==> src/rtl/dma_grant_dispatcher.sv <==
// rtl/dma_grant_dispatcher.sv - turns arbiter grants into queued DMA transfer commands
//
// Ports:
//   clock, resetn                 clock and asynchronous active-low reset
//   chReq                         per-channel level request, held until chDone
//   chSrcAddr/chDstAddr/chLen     packed per-channel descriptors, channel i at [i*W +: W]
//   arbReq                        request vector to the arbiter, busy/granted channels masked
//   arbGrant, arbGrantAck         registered one-hot grant in, grant-consumed out
//   cmdValid/cmdReady             command queue head handshake toward the transfer engine
//   cmdChanId/Src/Dst/Len         head command fields (zero while the queue is empty)
//   cmdDone, cmdDoneChanId        completion pulse and channel id from the engine
//   chStart, chDone               per-channel one-cycle pulses
//   grantErr, doneErr             one-cycle error pulses

module dma_grant_dispatcher #(
    parameter int NO_OF_CHANNELS = 4,
    parameter int CID_WIDTH      = 2,
    parameter int ADDR_WIDTH     = 32,
    parameter int LEN_WIDTH      = 23,
    parameter int FIFO_DEPTH     = 2
) (
    input  logic                                clock,
    input  logic                                resetn,
    input  logic [NO_OF_CHANNELS-1:0]           chReq,
    input  logic [NO_OF_CHANNELS*ADDR_WIDTH-1:0] chSrcAddr,
    input  logic [NO_OF_CHANNELS*ADDR_WIDTH-1:0] chDstAddr,
    input  logic [NO_OF_CHANNELS*LEN_WIDTH-1:0]  chLen,
    output logic [NO_OF_CHANNELS-1:0]           arbReq,
    input  logic [NO_OF_CHANNELS-1:0]           arbGrant,
    output logic                                arbGrantAck,
    output logic                                cmdValid,
    input  logic                                cmdReady,
    output logic [CID_WIDTH-1:0]                cmdChanId,
    output logic [ADDR_WIDTH-1:0]               cmdSrcAddr,
    output logic [ADDR_WIDTH-1:0]               cmdDstAddr,
    output logic [LEN_WIDTH-1:0]                cmdLen,
    input  logic                                cmdDone,
    input  logic [CID_WIDTH-1:0]                cmdDoneChanId,
    output logic [NO_OF_CHANNELS-1:0]           chStart,
    output logic [NO_OF_CHANNELS-1:0]           chDone,
    output logic                                grantErr,
    output logic                                doneErr
);

    localparam int PTR_W = $clog2(FIFO_DEPTH);
    localparam int CNT_W = PTR_W + 1;

    logic [NO_OF_CHANNELS-1:0] in_flight;
    logic [PTR_W-1:0]          wr_ptr;
    logic [PTR_W-1:0]          rd_ptr;
    logic [CNT_W-1:0]          count;

    logic [CID_WIDTH-1:0]  mem_cid [FIFO_DEPTH];
    logic [ADDR_WIDTH-1:0] mem_src [FIFO_DEPTH];
    logic [ADDR_WIDTH-1:0] mem_dst [FIFO_DEPTH];
    logic [LEN_WIDTH-1:0]  mem_len [FIFO_DEPTH];

    logic                      full;
    logic                      empty;
    logic                      ack;
    logic                      grant_onehot;
    logic [CID_WIDTH-1:0]      grant_id;
    logic [ADDR_WIDTH-1:0]     sel_src;
    logic [ADDR_WIDTH-1:0]     sel_dst;
    logic [LEN_WIDTH-1:0]      sel_len;
    logic                      zero_len;
    logic                      push;
    logic                      pop;
    logic [NO_OF_CHANNELS-1:0] set_mask;
    logic [NO_OF_CHANNELS-1:0] done_hit;
    logic [NO_OF_CHANNELS-1:0] zero_done;

    assign full  = (count == CNT_W'(FIFO_DEPTH));
    assign empty = (count == '0);

    // Ack depends only on the registered grant and queue state, so there is
    // no combinational path back into the arbiter.
    assign arbGrantAck = (|arbGrant) & ~full;
    assign ack         = arbGrantAck;

    // The held grant is masked so the arbiter cannot re-grant the channel
    // whose grant is still being consumed.
    assign arbReq = chReq & ~in_flight & ~arbGrant;

    assign grant_onehot = (arbGrant != '0) &&
                          ((arbGrant & (arbGrant - NO_OF_CHANNELS'(1))) == '0);

    // OR-mux of the descriptors; only meaningful when the grant is one-hot.
    always_comb begin
        grant_id = '0;
        sel_src  = '0;
        sel_dst  = '0;
        sel_len  = '0;
        for (int i = 0; i < NO_OF_CHANNELS; i++) begin
            if (arbGrant[i]) begin
                grant_id = grant_id | CID_WIDTH'(i);
                sel_src  = sel_src | chSrcAddr[i*ADDR_WIDTH +: ADDR_WIDTH];
                sel_dst  = sel_dst | chDstAddr[i*ADDR_WIDTH +: ADDR_WIDTH];
                sel_len  = sel_len | chLen[i*LEN_WIDTH +: LEN_WIDTH];
            end
        end
    end

    assign zero_len  = (sel_len == '0);
    assign push      = ack & grant_onehot & ~zero_len;
    assign pop       = cmdValid & cmdReady;
    assign set_mask  = push ? arbGrant : '0;
    assign zero_done = (ack & grant_onehot & zero_len) ? arbGrant : '0;

    // Out-of-range ids never match any channel and fall through to doneErr.
    always_comb begin
        done_hit = '0;
        for (int i = 0; i < NO_OF_CHANNELS; i++) begin
            done_hit[i] = cmdDone && (cmdDoneChanId == CID_WIDTH'(i)) && in_flight[i];
        end
    end

    assign cmdValid   = ~empty;
    assign cmdChanId  = empty ? '0 : mem_cid[rd_ptr];
    assign cmdSrcAddr = empty ? '0 : mem_src[rd_ptr];
    assign cmdDstAddr = empty ? '0 : mem_dst[rd_ptr];
    assign cmdLen     = empty ? '0 : mem_len[rd_ptr];

    always_ff @(posedge clock) begin
        if (push) begin
            mem_cid[wr_ptr] <= grant_id;
            mem_src[wr_ptr] <= sel_src;
            mem_dst[wr_ptr] <= sel_dst;
            mem_len[wr_ptr] <= sel_len;
        end
    end

    always_ff @(posedge clock or negedge resetn) begin
        if (!resetn) begin
            wr_ptr    <= '0;
            rd_ptr    <= '0;
            count     <= '0;
            in_flight <= '0;
            chStart   <= '0;
            chDone    <= '0;
            grantErr  <= 1'b0;
            doneErr   <= 1'b0;
        end else begin
            if (push) begin
                wr_ptr <= wr_ptr + PTR_W'(1);
            end
            if (pop) begin
                rd_ptr <= rd_ptr + PTR_W'(1);
            end
            case ({push, pop})
                2'b10:   count <= count + CNT_W'(1);
                2'b01:   count <= count - CNT_W'(1);
                default: count <= count;
            endcase
            // Set is applied after clear so a same-cycle set wins.
            in_flight <= (in_flight & ~done_hit) | set_mask;
            chStart   <= (ack && grant_onehot) ? arbGrant : '0;
            chDone    <= done_hit | zero_done;
            grantErr  <= ack & ~grant_onehot;
            doneErr   <= cmdDone & ~(|done_hit);
        end
    end

endmodule

==> config.mk <==
export PLATFORM = sky130hd
export DESIGN_NAME = dma_grant_dispatcher
export DESIGN_NICKNAME = d
export VERILOG_FILES = /design/src/rtl/dma_grant_dispatcher.sv
export SDC_FILE = /design/constraint.sdc
export NUM_CORES = 1
export LEC_CHECK = 0
export CELL_PAD_IN_SITES_DETAIL_PLACEMENT = 1
export CELL_PAD_IN_SITES_GLOBAL_PLACEMENT = 1
export CORE_UTILIZATION = 29
export DETAILED_ROUTE_END_ITERATION = 10
export GPL_TIMING_DRIVEN = 0
export PLACE_DENSITY = 0.87
export SLEW_MARGIN = 0
export SYNTH_ARGS = -nofsm -noshare
export SYNTH_HDL_FRONTEND = slang
export SYNTH_SLANG_ARGS = --single-unit
==> constraint.sdc <==
create_clock -name clock -period 10.99 [get_ports clock]
set_input_delay 1.099 -clock clock [delete_from_list [all_inputs] [get_ports clock]]
set_output_delay 1.099 -clock clock [all_outputs]
set_load 0.05 [all_outputs]
==> run_results.csv <==
group,metric,value,unit
clocking,clockBufferDepth,2,
critical_path,critical_path.endpoint,"arbReq[3]",
sta,slew_headroom,0.206,
run_status,outcome,"complete, no violations",
critical_path,startpoint_type,"input pin",
sta,rsz0062_at_grt,"no",
sta,skew,0.0142,ns
clocking,clk_latency,0.43,ns
hold_path,hold_class,"flop to flop",
critical_path,worst_r2r_endpoint,"count[1]",
place,port-buffer-count,463,
clocking,cts_tree,"yes",
cells_and_area,layout_common_cells,"clkdlybuf4s50_1 (463), edfxtp_1 (178), a22oi_1 (174), nand2_1 (94), nor2_1 (92)",
cells_and_area,fill_cells,3373,
critical_path,crit_top_cell,"clkdlybuf4s50_1",
place,gp_congestion,0.848,
sta,slew_violations,0,
synthesis,synthMuxAreaShare,0.0985,
critical_path,worstReg2RegStart,"count[0]",
place,hpwl,28.9,mm
grt,grt_start_max_net_pins,34,
sta,hold_viol,0,
drt,wl_per_cell,22.2,um
floorplan,fp.dieH,182,um
critical_path,r2r_slack,8.57,ns
place,pre_cts_ws,6.09,ns
critical_path,crit_required,9.89,ns
cells_and_area,final_area,15200,um^2
sta,max_clock_freq,0.205,GHz
clocking,cts-root-buf,"clkbuf_16",
synthesis,synthXorXnorAreaFrac,0.00560,
sta,final.setup.worst_slack,6.11,ns
power,p_sw_frac,0.455,
synthesis,syn_avg_cell_area,12.3,um^2
synthesis,synth_fa_ha_area_frac,0.00133,
critical_path,path_class,"input pin to output pin",
power,switchingPower,0.00159,W
cells_and_area,layout.nets,1609,
cells_and_area,final_core_util,0.478,
floorplan,start_util,0.296,
clocking,cts_resized,0,
floorplan,die_width,182,um
critical_path,r2r_cells,6,
synthesis,synth_compound_gate_area_share,0.150,
critical_path,crit_fanout,10,
sta,period_needed,4.88,ns
drt,drtIter0Drc,379,
power,power_density,230,nW/um^2
cells_and_area,drive_above_1_share,0.0453,
grt,grt_pass1_wl,53.1,mm
power,internal_power,0.00190,W
place,postPlaceCellArea,14600,um^2
clocking,h-tree-depth,4,
clocking,cts_buffers,17,
grt,grt_overflow,0,
clocking,hold_buffers,0,
synthesis,syn_inst,760,
floorplan,rows,65,
synthesis,synthesis.nets,1123,
synthesis,synth-seq-area-share,0.618,
power,ir_drop,124,uV
power,clockPowerShare,0.168,
synthesis,synthSimpleGateAreaFrac,0.0953,
floorplan,io_pins,467,
cells_and_area,multi_input_area,3300,um^2
sta,setup_viol,0,
critical_path,cp_cell_sequence,"clkdlybuf4s50_1 -> clkbuf_1 -> buf_1 -> nor3b_1 -> clkdlybuf4s50_1",
synthesis,yosysUniqueCellTypes,36,
cells_and_area,seq_area,5800,um^2
synthesis,synth_top_family_by_area,"compound AO/OA/AOI/OAI gates",
power,combPwrFrac,0.548,
grt,grt_pass1_vias,9229,
critical_path,max_stage_delay,0.81,ns
drt,num_vias,8483,
floorplan,coreArea,31700,um^2
drt,ant_nets,0,
critical_path,critPathLaunch,"arbGrant[3]",
grt,grt_usage,0.217,
grt,antenna_found_initial,2,
synthesis,ys_ff_latch,196,
cells_and_area,diodes,0,
run,cap_violations,0,
drt,routed_via_density,5.11,
drt,first_pass_iters,4,
cells_and_area,area_growth,61.7,%
cells_and_area,layout_commonest_cell,"clkdlybuf4s50_1",
sta,fin_setup_tns,0,ns
power,cellLeakagePower,5.60,nW
critical_path,cp.arrival,3.78,ns
clocking,cts_setup_buffers,0,
synthesis,synth_area,9380,um^2
clocking,numClockSinks,196,
hold_path,min_from,"count[1]",
synthesis,yosysWarnings,0,
critical_path,critPathCaptureType,"output pin",
sta,worst_pin_slew,1.19,ns
power,p_seq_frac,0.284,
critical_path,critPathSlowestCell,"clkbuf_1",
drt,wl,36.8,mm
sta,fin_crit_sh,0.444,
clocking,clkTransAtPathRegs,0.07,ns
drt,drc_errors,0,
floorplan,die-area,33100,um^2
[power groups by stage]
stage	sequential (W)	clock (W)	combinational, W
after floorplan	0.00103	0	0.00115
after global placement	0.00103	0	0.00189
after detailed placement	0.00101	0	0.00193
after CTS	0.000992	0.000602	0.00193
after global routing	0.00100	0.000629	0.00200
final	0.000991	0.000587	0.00191
[cells in the mapped netlist]
library cell	number	area [um^2]
and2_1	1	6.26
nor2b_1	2	12.5
clkbuf_1	32	120
xnor2_1	3	26.3
nor3_1	1	5.00
nor3b_1	5	37.5
a22o_1	3	26.3
nor2_1	94	353
and2_2	1	7.51
o21a_1	1	7.51
o2bb2ai_1	1	8.76
buf_6	4	45.0
nor4_1	1	6.26
o21ai_4	1	16.3
nor4_2	4	50.1
o22ai_1	2	12.5
buf_2	6	30.0
buf_4	1	7.51
edfxtp_1	178	5350
or2_2	2	12.5
dfrtp_1	18	450
ha_1	1	12.5
nand4_2	1	12.5
a22oi_1	174	1310
nand3_1	1	5.00
inv_1	9	33.8
buf_1	16	60.1
o21ai_0	5	25.0
nand2b_1	1	6.26
and3b_1	1	8.76
nor2_4	1	11.3
mux4_2	1	22.5
or3_1	1	6.26
nand2_1	94	353
mux2i_1	90	901
xor2_1	3	26.3
[sequential cells by signal, summed over array words and instances (netlist names)]
| name | cells |
|---|---|
| mem_cid | 4 |
| chStart | 4 |
| grantErr | 1 |
| mem_dst | 64 |
| wr_ptr | 1 |
| mem_len | 46 |
| in_flight | 4 |
| chDone | 4 |
| doneErr | 1 |
| rd_ptr | 1 |
| count | 2 |
| mem_src | 64 |
[per-stage QoR]
step	hold slack, ns	power, W	std cells
after global routing	0.532	0.00363	1660
after CTS	0.505	0.00353	1660
after detailed placement	0.491	0.00294	1629
final	0.511	0.00349	1660
after floorplan	0.464	0.00218	760
after global placement	0.479	0.00291	1625
[area by class of cell]
class                           instances  area share
Timing Repair Buffer                  467       0.311
Multi-Input combinational cell        496       0.218
Tap cell                              402      0.0332
Sequential cell                       196       0.382
Inverter                                9     0.00223
Clock buffer                           19      0.0286
Clock inverter                         12     0.00776
Buffer                                 59      0.0173
[cell families (layout without fill, tap and decap cells)]
group / count (synthesis) / count (layout)
flops: 196 / 196
fa+ha+maj: 1 / 1
simple gates: 211 / 211
compound gates: 187 / 187
buf+inv: 68 / 566
mux: 91 / 91
xor+xnor: 6 / 6
[routing by layer]
layer	wire, um	track usage
met2	19300	0.406
met4	1490	0.0963
met3	2640	0.0568
met5	0	0
met1	13400	0.225
[worst max-delay path, delay by kind of cell]
family	cells	cell delay, ns
buf+inv	4	2.57
simple gates	1	0.11
[worst min-delay path by stage]
stage | endpoint | slack (ns) | cells past startpoint
floorplan | count[1] | 0.46 | 1
global placement | count[1] | 0.48 | 1
detailed placement | count[1] | 0.49 | 1
CTS | count[1] | 0.50 | 1
global route | count[1] | 0.53 | 1
finish | count[1] | 0.51 | 1
(Power assumes the default switching activity.)
